==> src/rtl/gpio_pkg.sv <==
// Shared definitions for the memory-mapped GPIO controller.
//   - Region encodings: the 3-bit field above the channel index in the window offset.
//   - Load/store width encodings: RISC-V funct3 values.
//   - lane_mask: byte lanes a B/H/W access enables. Returns 0 for misaligned or unsupported widths.
//   - byte_mask: expands 4 lane enables into a 32-bit bit mask.
//   - load_ext:  sign or zero extension of a right-aligned load value.
package gpio_pkg;

    localparam logic [2:0] REG_OUT = 3'd0;
    localparam logic [2:0] REG_SET = 3'd1;
    localparam logic [2:0] REG_CLR = 3'd2;
    localparam logic [2:0] REG_IN  = 3'd3;
    localparam logic [2:0] REG_EVT = 3'd4;

    localparam logic [2:0] LEN_B  = 3'd0;
    localparam logic [2:0] LEN_H  = 3'd1;
    localparam logic [2:0] LEN_W  = 3'd2;
    localparam logic [2:0] LEN_BU = 3'd4;
    localparam logic [2:0] LEN_HU = 3'd5;

    function automatic logic [3:0] lane_mask(input logic [2:0] len, input logic [1:0] ofs);
        logic [3:0] m;
        m = 4'b0000;
        case (len)
            LEN_B, LEN_BU: m = 4'b0001 << ofs;
            LEN_H, LEN_HU: begin
                if (!ofs[0]) m = ofs[1] ? 4'b1100 : 4'b0011;
            end
            LEN_W: begin
                if (ofs == 2'b00) m = 4'b1111;
            end
            default: m = 4'b0000;
        endcase
        return m;
    endfunction

    function automatic logic [31:0] byte_mask(input logic [3:0] lanes);
        return {{8{lanes[3]}}, {8{lanes[2]}}, {8{lanes[1]}}, {8{lanes[0]}}};
    endfunction

    function automatic logic [31:0] load_ext(input logic [2:0] len, input logic [31:0] v);
        logic [31:0] r;
        case (len)
            LEN_B:   r = {{24{v[7]}}, v[7:0]};
            LEN_BU:  r = {24'h0, v[7:0]};
            LEN_H:   r = {{16{v[15]}}, v[15:0]};
            LEN_HU:  r = {16'h0, v[15:0]};
            LEN_W:   r = v;
            default: r = 32'h0;
        endcase
        return r;
    endfunction

endpackage

==> src/rtl/gpio_in_sync.sv <==
// Input synchroniser plus rising-edge detector for one GPIO channel.
//   clk_i   : system clock
//   rst_ni  : asynchronous active-low reset
//   d_i     : asynchronous input bits
//   level_o : synchronised level (Stages edges after d_i)
//   rise_o  : one-cycle pulse per bit on a 0->1 transition of level_o
module gpio_in_sync #(
    parameter int unsigned Width  = 32,
    parameter int unsigned Stages = 2
) (
    input  logic             clk_i,
    input  logic             rst_ni,
    input  logic [Width-1:0] d_i,
    output logic [Width-1:0] level_o,
    output logic [Width-1:0] rise_o
);

    // Index 0 captures the raw input; index Stages-1 is the settled value.
    logic [Stages-1:0][Width-1:0] sync_q;
    logic [Width-1:0]             prev_q;

    always_ff @(posedge clk_i or negedge rst_ni) begin
        if (!rst_ni) begin
            sync_q <= '0;
            prev_q <= '0;
        end else begin
            sync_q <= {sync_q[Stages-2:0], d_i};
            prev_q <= sync_q[Stages-1];
        end
    end

    // prev_q resets to 0, so an input already high at reset release yields one rise.
    assign level_o = sync_q[Stages-1];
    assign rise_o  = sync_q[Stages-1] & ~prev_q;

endmodule

==> src/rtl/mmio_gpio.sv <==
// Memory-mapped GPIO controller decoding MEM-stage loads/stores in a window at BASE_ADDR.
//   clk, rst_n            : clock, asynchronous active-low reset
//   addr, wdata, len      : byte address, right-aligned store data, RISC-V funct3 width
//   rd_en, wr_en          : load / store strobes
//   hit                   : addr falls inside the window (combinational)
//   rdata                 : extended load data, 0 unless rd_en & hit
//   io_in / io_out        : per-channel asynchronous inputs / registered outputs
//   irq                   : OR of all sticky event bits
// Offset layout: {region[2:0], channel[log2 NUM_CH-1:0], byte[1:0]}.
module mmio_gpio
    import gpio_pkg::*;
#(
    parameter int unsigned        WIDTH       = 32,
    parameter int unsigned        BASE_ADDR   = 256,
    parameter int unsigned        NUM_CH      = 4,
    parameter int unsigned        IO_WIDTH    = 32,
    parameter logic [IO_WIDTH-1:0] OUT_RESET  = '0,
    parameter int unsigned        SYNC_STAGES = 2
) (
    input  logic                       clk,
    input  logic                       rst_n,
    input  logic [WIDTH-1:0]           addr,
    input  logic [WIDTH-1:0]           wdata,
    input  logic [2:0]                 len,
    input  logic                       rd_en,
    input  logic                       wr_en,
    output logic                       hit,
    output logic [WIDTH-1:0]           rdata,
    input  logic [NUM_CH*IO_WIDTH-1:0] io_in,
    output logic [NUM_CH*IO_WIDTH-1:0] io_out,
    output logic                       irq
);

    localparam int unsigned IdxW = (NUM_CH > 1) ? $clog2(NUM_CH) : 1;
    localparam int unsigned OffW = 5 + $clog2(NUM_CH);
    localparam logic [31:0] IoMask = (IO_WIDTH >= 32) ? 32'hFFFF_FFFF
                                                      : ((32'h1 << IO_WIDTH) - 32'h1);
    localparam logic [WIDTH-1:0] BaseAddr = WIDTH'(BASE_ADDR);

    logic [NUM_CH-1:0][IO_WIDTH-1:0] out_q, out_d;
    logic [NUM_CH-1:0][IO_WIDTH-1:0] evt_q, evt_d;
    logic [NUM_CH-1:0][IO_WIDTH-1:0] in_lvl, in_rise;

    logic [2:0]      region;
    logic [IdxW-1:0] idx;
    logic [3:0]      lanes;
    logic [31:0]     bmask;
    logic [31:0]     wd_al;
    logic [31:0]     wd_m;
    logic            wr_ok;
    logic [31:0]     rd_word;
    logic [31:0]     rd_shift;

    // ---------------------------------------------------------------- input channels
    for (genvar g = 0; g < NUM_CH; g++) begin : g_ch
        gpio_in_sync #(
            .Width  (IO_WIDTH),
            .Stages (SYNC_STAGES)
        ) u_sync (
            .clk_i   (clk),
            .rst_ni  (rst_n),
            .d_i     (io_in[g*IO_WIDTH +: IO_WIDTH]),
            .level_o (in_lvl[g]),
            .rise_o  (in_rise[g])
        );
    end

    // ---------------------------------------------------------------- decode
    assign hit    = (addr >> OffW) == (BaseAddr >> OffW);
    assign region = addr[OffW-1 -: 3];
    assign idx    = (NUM_CH > 1) ? IdxW'(addr >> 2) : '0;
    assign lanes  = lane_mask(len, addr[1:0]);
    // Bits at or above IO_WIDTH are never writable.
    assign bmask  = byte_mask(lanes) & IoMask;

    always_comb begin
        wd_al = wdata[31:0];
        case (len[1:0])
            2'b00:   wd_al = {4{wdata[7:0]}};
            2'b01:   wd_al = {2{wdata[15:0]}};
            default: wd_al = wdata[31:0];
        endcase
    end

    assign wd_m  = wd_al & bmask;
    assign wr_ok = wr_en & hit & (lanes != 4'b0000);

    // ---------------------------------------------------------------- register next state
    always_comb begin
        out_d = out_q;
        // Rising edges OR in after any W1C so a coincident set wins.
        evt_d = evt_q;
        for (int i = 0; i < NUM_CH; i++) begin
            if (wr_ok && (idx == IdxW'(i))) begin
                case (region)
                    REG_OUT: out_d[i] = (out_q[i] & ~IO_WIDTH'(bmask)) | IO_WIDTH'(wd_m);
                    REG_SET: out_d[i] = out_q[i] | IO_WIDTH'(wd_m);
                    REG_CLR: out_d[i] = out_q[i] & ~IO_WIDTH'(wd_m);
                    REG_EVT: evt_d[i] = evt_q[i] & ~IO_WIDTH'(wd_m);
                    default: ;
                endcase
            end
            evt_d[i] = evt_d[i] | in_rise[i];
        end
    end

    always_ff @(posedge clk or negedge rst_n) begin
        if (!rst_n) begin
            out_q <= {NUM_CH{OUT_RESET}};
            evt_q <= '0;
        end else begin
            out_q <= out_d;
            evt_q <= evt_d;
        end
    end

    // ---------------------------------------------------------------- outputs
    assign io_out = out_q;
    assign irq    = |evt_q;

    always_comb begin
        rd_word = 32'h0;
        case (region)
            REG_OUT, REG_SET, REG_CLR: rd_word = 32'(out_q[idx]);
            REG_IN:                    rd_word = 32'(in_lvl[idx]);
            REG_EVT:                   rd_word = 32'(evt_q[idx]);
            default:                   rd_word = 32'h0;
        endcase
    end

    assign rd_shift = rd_word >> {addr[1:0], 3'b000};
    // lanes == 0 covers misaligned and unsupported widths.
    assign rdata = (rd_en && hit && (lanes != 4'b0000)) ? WIDTH'(load_ext(len, rd_shift))
                                                        : '0;

endmodule

==> config.mk <==
export PLATFORM = sky130hd
export DESIGN_NAME = mmio_gpio
export DESIGN_NICKNAME = d
export VERILOG_FILES = /design/src/rtl/gpio_pkg.sv /design/src/rtl/gpio_in_sync.sv /design/src/rtl/mmio_gpio.sv
export SDC_FILE = /design/constraint.sdc
export NUM_CORES = 1
export LEC_CHECK = 0
export CORE_UTILIZATION = 49
export CTS_CLUSTER_SIZE = 20
export DETAILED_ROUTE_END_ITERATION = 10
export PLACE_DENSITY = 0.76
export SYNTH_ARGS = -nofsm -noshare
export SYNTH_HDL_FRONTEND = slang
export SYNTH_SLANG_ARGS = --single-unit
==> constraint.sdc <==
create_clock -name clk -period 2.95 [get_ports clk]
set_input_delay 0.4425 -clock clk [delete_from_list [all_inputs] [get_ports clk]]
set_output_delay 0.4425 -clock clk [all_outputs]
set_load 0.01 [all_outputs]
==> results of run 1 <==
## report_power, final
part | total, uW | switching, uW | internal (uW)
sequential | 9190 | 143 | 9050
clock | 8340 | 3400 | 4930
combinational | 1640 | 874 | 766
total | 19200 | 4420 | 14700
## cell type report
type	count	area share (%)
sequential	640	45.9
multi-input combinational	1094	23.8
antenna	1	0.00717
tap	664	2.38
clock buffer	96	5.58
clock inverter	18	0.620
timing repair buffer	761	20.2
inverter	141	1.53
## state kept, by name (all words and copies together), names as in the netlist
name / cells
g_ch.u_sync.level_o: 128
evt_q: 128
io_out: 128
g_ch.u_sync.sync_q: 128
g_ch.u_sync.prev_q: 128
## through the flow
step,utilization [%],setup WS [ns],hold slack [ns],cell area [um2]
2_1_floorplan,-,0.0338,0.147,24700
3_5_place_dp,64.2,-1.18,0.335,31700
5_1_grt,70.7,-0.479,0.269,34900
3_3_place_gp,64.2,-1.18,0.332,31700
4_1_cts,69.9,-0.387,0.254,34500
6_report,70.7,-0.409,0.272,34900
## worst max-delay path: stages, from the launching register on
cell,delay (ns)
sky130_fd_sc_hd__dfrtp_1,0.37
sky130_fd_sc_hd__mux4_2,0.54
sky130_fd_sc_hd__a22oi_2,0.28
sky130_fd_sc_hd__nand2_1,0.15
sky130_fd_sc_hd__buf_4,0.17
sky130_fd_sc_hd__nand2_1,0.07
sky130_fd_sc_hd__a31o_2,0.22
sky130_fd_sc_hd__buf_8,0.15
sky130_fd_sc_hd__buf_8,0.13
sky130_fd_sc_hd__a31oi_4,0.09
sky130_fd_sc_hd__buf_6,0.13
## cell usage in the layout (no fill, tap or decap), types with 11 or more instances in the layout
cell type	netlist	layout
sky130_fd_sc_hd__clkdlybuf4s50_1	0	320
sky130_fd_sc_hd__or2_2	27	27
sky130_fd_sc_hd__clkbuf_8	0	14
sky130_fd_sc_hd__buf_4	8	350
sky130_fd_sc_hd__buf_12	0	28
sky130_fd_sc_hd__dfrtp_1	640	640
sky130_fd_sc_hd__or3_1	12	11
sky130_fd_sc_hd__clkbuf_1	74	14
sky130_fd_sc_hd__clkbuf_16	0	69
sky130_fd_sc_hd__o21ai_0	537	525
sky130_fd_sc_hd__mux4_2	93	97
sky130_fd_sc_hd__nand4_1	11	11
sky130_fd_sc_hd__mux2i_1	20	19
sky130_fd_sc_hd__buf_6	3	29
sky130_fd_sc_hd__o31ai_1	16	16
sky130_fd_sc_hd__nor2_1	63	59
sky130_fd_sc_hd__nand3_1	11	11
sky130_fd_sc_hd__inv_1	139	139
sky130_fd_sc_hd__nand2_1	93	88
sky130_fd_sc_hd__buf_2	13	22
sky130_fd_sc_hd__a31oi_1	17	14
sky130_fd_sc_hd__nor4_1	40	28
## logic make-up (layout without fill, tap and decap cells)
logic type	count (synthesis)	count (layout)	share of synthesized area, %
multiplexers	117	117	9.72
other	0	1	0
AO/OA/AOI/OAI	684	684	15.3
buffers and inverters	250	1016	4.18
flip-flops	640	640	64.8
AND/OR/NAND/NOR	292	292	5.92
XOR/XNOR	1	1	0.0355
## per-layer routing
layer | up-vias | track usage [%] | share of wire, %
li1 | 8552 | - | -
met1 | 10384 | 47.6 | 38
met2 | 1381 | 55.1 | 46
met3 | 284 | 8.99 | 11
met4 | 6 | 16.8 | 4.4
met5 | - | 0 | 0.036
## repair_timing
item | 4_1_cts | 5_1_grt
resized for setup | 257 | 60
hold endpoints to repair | 72 | 0
gates cloned | 4 | 1
pin swaps | 40 | 37
hold buffers | 1 | 0
endpoints found under the setup margin | 41 | 46
buffers inserted | 32 | 18
## final timing paths
check	endpoint	slack, ns	cells after the start
setup / recovery	rdata[18]	-0.41	10
hold / removal	g_ch[1].u_sync.sync_q[19]	0.27	1
setup reg to reg	evt_q[111]	1.93	5
hold reg to reg	g_ch[1].u_sync.level_o[13]	0.34	0
max in group asynchronous	evt_q[86]	1.50	3
min in group asynchronous	g_ch[3].u_sync.sync_q[30]	0.49	2
==> impl_metrics.py, run 1 <==
metrics = {
    "global_route": {
        "grt_max_degree": 96,
        "globalRouteTotalUtil_pct": 35.7,
        "vias_in_the_first_global_route": 21319,
        "grt_antenna_before_repair": 7,
        "globalRoute.totalOverflow": 0,
        "grt_first_pass_wirelength_um": 132000,
    },
    "timing": {
        "minimum_clock_period_ns": 3.36,
        "tns_ns": -9.47,
        "skew_ns": 0.0256,
        "slew_viol_final": 0,
        "timing.final.hold_violations": 0,
        "final.setup.worst_slack_ns": -0.409,
        "rsz0062_at_grt": "true",
        "final.period_utilization_pct": 114,
        "tightest_pin_transition_ns": 0.872,
        "setup_violations": 31,
        "clock.fmax_mhz": 298,
        "maxSlewHeadroom_pct": 41.8,
    },
    "drt": {
        "vias_per_cell": 6.03,
        "first_pass_iters": 6,
        "vias": 20607,
        "drt_drc_violations_left": 0,
        "antenna_left": 0,
        "postRouteWirelength_um": 89300,
        "detail_route.wl_per_cell_um": 26.1,
        "dr_iter_0_viols": 2424,
    },
    "finish": {
        "multi_input_comb_area_um2": 8310,
        "final.fill_count": 3358,
        "seq_area_um2": 16000,
        "final_cells": 3415,
        "proportion_of_layout_cells_with_a_drive_suffix_above_1_pct": 27.2,
        "layout-area-overhead-vs-synth_pct": 41.3,
        "design.final.nets": 2903,
    },
    "logic_synthesis": {
        "synth_cells": 1984,
        "syn_warnings": 0,
        "synth_top_cells_by_count": "sky130_fd_sc_hd__dfrtp_1 (640), sky130_fd_sc_hd__o21ai_0 (537), sky130_fd_sc_hd__inv_1 (139)",
        "yosysSeqAreaShare_pct": 64.8,
        "ys_dominant_reg_cell": "sky130_fd_sc_hd__dfrtp_1",
        "synthesis.area_um2": 24700,
        "asr_flop_ratio_synth_pct": 100,
        "ys_seq_elements": 640,
        "netlist.area_leader.share_pct": 64.8,
        "synthDominantAreaCellType": "sky130_fd_sc_hd__dfrtp_1",
        "number_of_unique_standard_cell_types_used_by_synthesis": 59,
        "most_common_cell_in_the_synthesized_netlist": "sky130_fd_sc_hd__dfrtp_1",
        "synth_area_per_cell_um2": 12.4,
        "synth-edff-count": 0,
        "synth_nets": 2183,
        "ys_top_cells_by_area": "sky130_fd_sc_hd__dfrtp_1 (65%), sky130_fd_sc_hd__o21ai_0 (11%), sky130_fd_sc_hd__mux4_2 (8.5%), sky130_fd_sc_hd__inv_1 (2.1%), sky130_fd_sc_hd__nand2_1 (1.4%)",
    },
    "die": {
        "dieArea_um2": 51300,
        "boundary_pins": 361,
        "die_h_um": 227,
        "core_um2": 49400,
        "die_x_um": 227,
        "placement_rows": 81,
        "initial_util_pct": 50.0,
    },
    "worst_setup_path": {
        "critical_path_class": "reg -> out",
        "crit_arrival_ns": 2.92,
        "critPathLaunch": "g_ch[3].u_sync.level_o[23]",
        "setup.worst_path.start_class": "flip-flop",
        "cp-end-kind": "output pin",
        "critical_path_required_ns": 2.51,
        "reg2reg_from": "g_ch[3].u_sync.level_o[15]",
        "critical_path_peak_fanout": 6,
    },
    "clock_tree": {
        "clockBufferDepth": 3,
        "clk_root_buffer_cell": "sky130_fd_sc_hd__clkbuf_16",
        "cts_max_level": 3,
        "tritoncts": "yes",
        "tritoncts_buffers": 66,
        "worstSkewPairLatency_ns": 0.61,
        "cts.reportedPaths.clkPinSlew_ns": 0.06,
        "clkSinkCount": 640,
    },
    "power_and_ir_drop": {
        "peakVddDrop_mv": 0.419,
        "post-layout-total-power_uw": 19200,
        "p_leak_uw": 0.0147,
        "powerDensity_nw_per_um2": 549,
    },
    "run": {
        "max_cap_violations": 0,
    },
    "status": {
        "run_status": "complete, but fails checks",
        "violations": "negative setup slack",
    },
    "place": {
        "hpwl_um": 63700,
        "buffer_ports.inserted": 360,
        "placed_cells_incl_taps": 3256,
        "gp_congestion": 1.01,
    },
    "worst_hold_path": {
        "hp-start": "io_in[51]",
        "worstHoldPathType": "in -> reg",
    },
}
No activity file was read; power rests on OpenSTA's default activity.
==> run 2: changes to the inputs <==
Settings changed: SLEW_MARGIN from default to 20.
==> results of run 2 <==
Final layout, timing and power as in run 1 (identical DEF).
==> run 3: changes to the inputs <==
Settings changed: CORE_UTILIZATION 49 to 50, SYNTH_HIERARCHICAL from default to 1.
==> impl_metrics.py, run 3 <==
metrics = {
    "logic_synthesis": {
        "number_of_unique_standard_cell_types_used_by_synthesis": 72,
        "syn_warnings": 6,
        "synth_area_per_cell_um2": 13.1,
        "ys_top_cells_by_area": "sky130_fd_sc_hd__dfrtp_1 (58%), sky130_fd_sc_hd__mux4_2 (8.1%), sky130_fd_sc_hd__nor2b_4 (6.4%), sky130_fd_sc_hd__o21ai_0 (3.9%), sky130_fd_sc_hd__buf_4 (3.6%)",
        "synth_cells": 2087,
        "synthDominantAreaCellType": "sky130_fd_sc_hd__dfrtp_1",
        "most_common_cell_in_the_synthesized_netlist": "sky130_fd_sc_hd__dfrtp_1",
        "synth-edff-count": 0,
        "synth_top_cells_by_count": "sky130_fd_sc_hd__dfrtp_1 (640), sky130_fd_sc_hd__o21ai_0 (212), sky130_fd_sc_hd__buf_4 (132)",
        "netlist.area_leader.share_pct": 58.5,
        "ys_seq_elements": 640,
        "synthesis.area_um2": 27400,
        "asr_flop_ratio_synth_pct": 100,
        "yosysSeqAreaShare_pct": 58.5,
        "synth_nets": 2286,
        "ys_dominant_reg_cell": "sky130_fd_sc_hd__dfrtp_1",
    },
    "clock_tree": {
        "clk_root_buffer_cell": "sky130_fd_sc_hd__clkbuf_16",
        "clkSinkCount": 640,
        "cts_max_level": 3,
        "clockBufferDepth": 3,
        "worstSkewPairLatency_ns": 0.63,
        "tritoncts": "yes",
        "tritoncts_buffers": 68,
        "cts.reportedPaths.clkPinSlew_ns": 0.06,
    },
    "die": {
        "die_h_um": 236,
        "die_x_um": 236,
        "dieArea_um2": 55700,
        "boundary_pins": 361,
        "initial_util_pct": 50.8,
        "placement_rows": 85,
        "core_um2": 53900,
    },
    "drt": {
        "antenna_left": 0,
        "drt_drc_violations_left": 0,
        "postRouteWirelength_um": 92100,
        "vias_per_cell": 5.97,
        "vias": 21119,
        "detail_route.wl_per_cell_um": 26.0,
        "dr_iter_0_viols": 2109,
        "first_pass_iters": 5,
    },
    "finish": {
        "layout-area-overhead-vs-synth_pct": 37.3,
        "final_cell_mix": "sky130_fd_sc_hd__dfrtp_1 (640), sky130_fd_sc_hd__buf_4 (470), sky130_fd_sc_hd__clkdlybuf4s50_1 (321), sky130_fd_sc_hd__o21ai_0 (212), sky130_fd_sc_hd__nor2b_4 (131)",
        "final_core_utilization_pct": 69.7,
        "proportion_of_layout_cells_with_a_drive_suffix_above_1_pct": 35.1,
        "final.fill_count": 3570,
        "layout.cells.most_common": "sky130_fd_sc_hd__dfrtp_1",
        "design.final.nets": 2992,
        "fin_area_um2": 37600,
    },
    "worst_setup_path": {
        "critical_path_class": "reg -> out",
        "cpMostUsedCell": "sky130_fd_sc_hd__a311o_1",
        "path_cells": "mux4_2 > a22oi_2 > and3_1 > a311o_1 > a2111oi_4 > buf_6 > a311o_1 > buf_2",
        "critical_path_peak_fanout": 3,
        "crit_arrival_ns": 3.11,
        "setup.worst_path.start_class": "flip-flop",
        "critical_path_required_ns": 2.51,
        "cp-end-kind": "output pin",
        "slowest_delay_ns": 0.53,
        "crit_slowest_cell": "sky130_fd_sc_hd__mux4_2",
    },
    "global_route": {
        "grt_first_pass_wirelength_um": 138000,
        "grt_antenna_before_repair": 5,
        "globalRoute.totalOverflow": 0,
        "globalRouteTotalUtil_pct": 33.4,
        "vias_in_the_first_global_route": 22520,
        "grt_max_degree": 91,
    },
    "timing": {
        "maxSlewHeadroom_pct": 38.5,
        "minimum_clock_period_ns": 3.55,
        "slew_viol_final": 0,
        "final.period_utilization_pct": 120,
        "skew_ns": 0.0189,
        "timing.final.hold_violations": 0,
        "tightest_pin_transition_ns": 0.920,
        "clock.fmax_mhz": 282,
        "rsz0062_at_grt": "true",
        "setup_violations": 32,
        "final.setup.worst_slack_ns": -0.600,
    },
    "place": {
        "buffer_ports.inserted": 360,
        "placement.cell_area_um2": 34400,
        "gp_congestion": 0.929,
        "hpwl_um": 65300,
    },
    "power_and_ir_drop": {
        "peakVddDrop_mv": 0.393,
        "powerDensity_nw_per_um2": 521,
        "post-layout-total-power_uw": 19600,
        "p_leak_uw": 0.0161,
    },
    "run": {
        "max_cap_violations": 0,
    },
    "status": {
        "run_status": "complete, but fails checks",
        "violations": "negative setup slack",
    },
    "worst_hold_path": {
        "worstHoldPathType": "in -> reg",
    },
}
-- run 3: changes by cell type in the layout (fill, tap and decap cells not counted), moves of 26 or more --
cell	previous run	this run
sky130_fd_sc_hd__nor2b_4	3	131
sky130_fd_sc_hd__nand2b_1	6	35
sky130_fd_sc_hd__o21ai_0	525	212
sky130_fd_sc_hd__nand3_1	11	51
sky130_fd_sc_hd__inv_1	139	3
sky130_fd_sc_hd__o21ai_1	10	72
sky130_fd_sc_hd__buf_4	350	470
sky130_fd_sc_hd__a21o_1	2	99
sky130_fd_sc_hd__nand2_1	88	114
sky130_fd_sc_hd__nor2_1	59	91
-- run 3: layout make-up --
type | count | area, um2 | share of cell area, %
antenna | 2 | 5.00 | 0.0133
clock buffer | 89 | 1910 | 5.09
clock inverter | 30 | 309 | 0.822
inverter | 5 | 18.8 | 0.0499
multi-input combinational | 1199 | 10500 | 27.9
sequential | 640 | 16000 | 42.6
tap | 696 | 871 | 2.32
timing repair buffer | 879 | 7970 | 21.2
-- run 3: worst max-delay path, delay by kind of cell, from the launching register on --
family / cells / cell delay [ns]
muxes: 1 / 0.53
buffers and inverters: 2 / 0.32
and+or+nand+nor: 1 / 0.19
DFF: 1 / 0.42
AOI/OAI and AO/OA: 4 / 1.00
-- run 3: final timing paths --
kind / startpoint / to / slack (ns) / depth (start not counted)
hold reg to reg: g_ch[0].u_sync/sync_q[3] / g_ch[0].u_sync/level_o[3] / 0.34 / 0
max in group asynchronous: rst_n / g_ch[0].u_sync/prev_q[24] / 1.51 / 3
hold / removal: io_in[14] / g_ch[0].u_sync/sync_q[14] / 0.25 / 1
min in group asynchronous: rst_n / g_ch[3].u_sync/level_o[16] / 0.33 / 2
setup / recovery: g_ch[2].u_sync/level_o[23] / rdata[23] / -0.60 / 8
setup reg to reg: io_out[111] / io_out[111] / 1.86 / 5
-- run 3: cell families after synthesis --
kind of cell	Yosys count	synth area share, %
muxes	131	9.33
AOI/OAI and AO/OA	516	12.3
xor gates and xnor gates	2	0.0640
buffers and inverters	248	5.77
and+or+nand+nor	550	14.1
DFF	640	58.5
-- run 3: per-layer routing --
layer,share of wire [%],track usage (%),vias to the layer above
li1,-,-,8758
met1,38,42.4,10706
met2,47,53.9,1305
met3,9.5,7.77,342
met4,5.8,17.0,8
met5,0.054,0.346,-
-- run 3: power by group --
part / internal (uW) / leakage (uW) / switching [uW] / total (uW)
Combinational: 967 / 0.00765 / 957 / 1920
Sequential: 9050 / 0.00738 / 171 / 9220
Clock: 4800 / 0.00108 / 3640 / 8440
Total: 14800 / 0.0161 / 4770 / 19600
-- run 3: repair_timing --
| action | 4_1_cts | 5_1_grt |
|---|---|---|
| setup endpoints to repair | 33 | 34 |
| hold endpoints to repair | 30 | 0 |
| cloned | 4 | 0 |
| resized for setup | 244 | 42 |
| hold buffers | 1 | 0 |
| setup buffers | 38 | 11 |
| pin swaps | 51 | 34 |
-- run 3: through the flow --
stage               cells  setup WS, ns  setup TNS, ns  hold slack [ns]
floorplan            2087        0.0720              0            0.147
global route         3538        -0.613         -14.62            0.236
finish               3540        -0.600         -13.06            0.250
global placement     3386         -1.05         -43.59            0.335
detailed placement   3386         -1.02         -51.34            0.335
CTS                  3535        -0.602         -13.48            0.231
==> edit: new RTL, config.mk and constraints of run 2 <==
Put a register stage on the outputs `rdata` and `irq`, with the module's reset. The values now appear one clock later. The other outputs are not delayed to match.
--- a/src/rtl/mmio_gpio.sv
+++ b/src/rtl/mmio_gpio.sv
@@ -116,7 +116,15 @@
 
     // ---------------------------------------------------------------- outputs
     assign io_out = out_q;
-    assign irq    = |evt_q;
+    always_ff @(posedge clk or negedge rst_n) begin
+        if (!rst_n) begin
+            rdata <= '0;
+            irq   <= '0;
+        end else begin
+            rdata <= (rd_en && hit && (lanes != 4'b0000)) ? WIDTH'(load_ext(len, rd_shift)) : '0;
+            irq   <= |evt_q;
+        end
+    end
 
     always_comb begin
         rd_word = 32'h0;
@@ -130,8 +138,6 @@
 
     assign rd_shift = rd_word >> {addr[1:0], 3'b000};
     // lanes == 0 covers misaligned and unsupported widths.
-    assign rdata = (rd_en && hit && (lanes != 4'b0000)) ? WIDTH'(load_ext(len, rd_shift))
-                                                        : '0;
 
 endmodule
 
Function: not settled (the Yosys comparison gave no result); the edit may change what the design does.
==> edit against run 2 <==
- worst setup slack improved by 0.65 ns
- global-route usage decreased by 4.7 points
- via count decreased by 6.9%
- final area decreased by 4.7%
- register-to-register slack got worse by 1.5 ns
- sequential cell count increased by 33
- wire length decreased by 8.8%
- synthesized area increased by 4.2%
- clock skew decreased by 0.0036 ns
- synthesized cell count increased by 0.50%
- total power increased by 2.8%
- critical path type is now input pin to output port
- largest cell class unchanged
- largest power group unchanged
- highest routed layer is now met4
==> edit: results <==
group,metric,value,unit
drt,drt-total-wl,81.45,mm
critical_path,rr_startpoint,"g_ch[3].u_sync.level_o[7]",
timing,worst_pin_slew,0.8735,ns
drt,dr.pass1.iters,5,
clocking,cts-root-buf,"clkbuf_16",
global_route,antenna_found_initial,2,
yosys,synth_nets,2193,
critical_path,cp_max_fo,4,
critical_path,cp-startpoint,"addr[7]",
final_layout,fillCellCount,3698,
yosys,ys_seq_area_share,65.46,%
yosys,synthTopCellsByArea,"dfrtp_1 (65%), o21ai_0 (9.8%), mux4_2 (7.7%), inv_1 (1.9%), nand2_1 (1.7%)",
worst_hold_path,hold_start,"io_in[127]",
critical_path,cpMaxStageDelayCell,"clkdlybuf4s50_1",
clocking,cts_buffers,69,
clocking,post_cts_resized,0,
floorplanning,die_area,53430,um2
placed_design,dpl.hpwl,58.44,mm
pwr,ir_drop,0.0003782,V
final_layout,drive_gt1_share,14.14,%
timing,drv_slew,0,
timing,skew,0.02199,ns
pwr,p_leak,13.81,nW
drt,vias_per_cell,6.023,
yosys,synth_common_cells,"dfrtp_1 (673), o21ai_0 (505), inv_1 (133)",
drt,drt_iter0_drc,2113,
global_route,grtUsageTotal,30.93,%
placed_design,gp_congestion,0.9654,
yosys,ys_types,57,
global_route,grt_max_degree,97,
critical_path,worstPathArrival,2.27,ns
outcome,run_status,"finished, final reports clean",
global_route,grt_pass1_vias,19340,
[edit: cell types whose count changed after synthesis, moves of 12 or more]
cell / change
or2_2: -27
a31oi_1: -17
dfrtp_1: +33
o21ai_0: -32
o31ai_1: -15
nand2_1: +23
nor4_1: +15
mux2_2: +16
or3_1: -12
nor2_1: -29
clkbuf_1: -20
a21oi_1: +17
a22o_1: +26
[edit: kinds of logic (layout without fill, tap and decap cells)]
logic type | Yosys count | in the layout | synth area share [%]
AO/OA/AOI/OAI | 631 | 631 | 13.61
flip-flops | 673 | 673 | 65.46
other | 0 | 2 | 0
XOR/XNOR | 2 | 2 | 0.06810
AND/OR/NAND/NOR | 315 | 315 | 6.249
buffers and inverters | 239 | 748 | 4.226
multiplexers | 134 | 134 | 10.39
[edit: repair_timing]
| action | 4_1_cts | 5_1_grt |
|---|---|---|
| hold endpoints to repair | 51 | 0 |
| buffers inserted | 0 | 0 |
| hold buffers | 1 | 0 |
[edit: where the power goes]
part / switching, mW / internal (mW) / total [mW]
logic: 0.745 / 0.593 / 1.34
clock network: 3.64 / 5.07 / 8.71
registers: 0.149 / 9.50 / 9.65
[edit: cell type report]
cell class,instances,area [um2],share of cell area (%)
Inverter,135,506.7,1.524
Sequential cell,673,16840,50.66
Clock buffer,96,1958,5.891
Tap cell,680,850.8,2.560
Clock inverter,29,327.8,0.9862
Antenna cell,2,5.005,0.01506
Timing Repair Buffer,488,4946,14.88
Multi-Input combinational cell,1082,7805,23.48
[edit: path summary, 6_finish.rpt]
check	end	slack (ns)	cells past startpoint
setup / recovery	hit	0.24	6
hold / removal	g_ch[3].u_sync.sync_q[31]	0.26	1
setup reg to reg	rdata[16]	0.48	7
hold reg to reg	g_ch[1].u_sync.level_o[18]	0.34	0
max in group asynchronous	g_ch[3].u_sync.sync_q[27]	1.63	3
min in group asynchronous	g_ch[3].u_sync.sync_q[14]	0.40	2
[edit: routing by layer]
metal,vias to the layer above,wire [um],global-route usage (%)
li1,8069,-,-
met1,9734,31590,41.64
met2,1161,38800,48.91
met3,219,7629,6.275
met4,0,3425,13.91
met5,-,0,0
[edit: critical path: cells and delay by family]
kind          cells  cell delay [ns]
simple gates      3             0.72
buf+inv           3             1.11
[edit: per-stage QoR]
stage | worst slack (ns) | setup TNS (ns) | area, um2 | std cells | util (%)
6_report | 0.2398 | 0 | 33240 | 3185 | 64.40
3_5_place_dp | -0.1236 | -0.3361 | 30940 | 3057 | 59.95
2_1_floorplan | 0.4684 | 0 | 25730 | 1994 | -
4_1_cts | 0.2079 | 0 | 33240 | 3183 | 64.39
5_1_grt | 0.1313 | 0 | 33240 | 3184 | 64.40
3_3_place_gp | -0.1164 | -0.1164 | 30940 | 3057 | 59.95
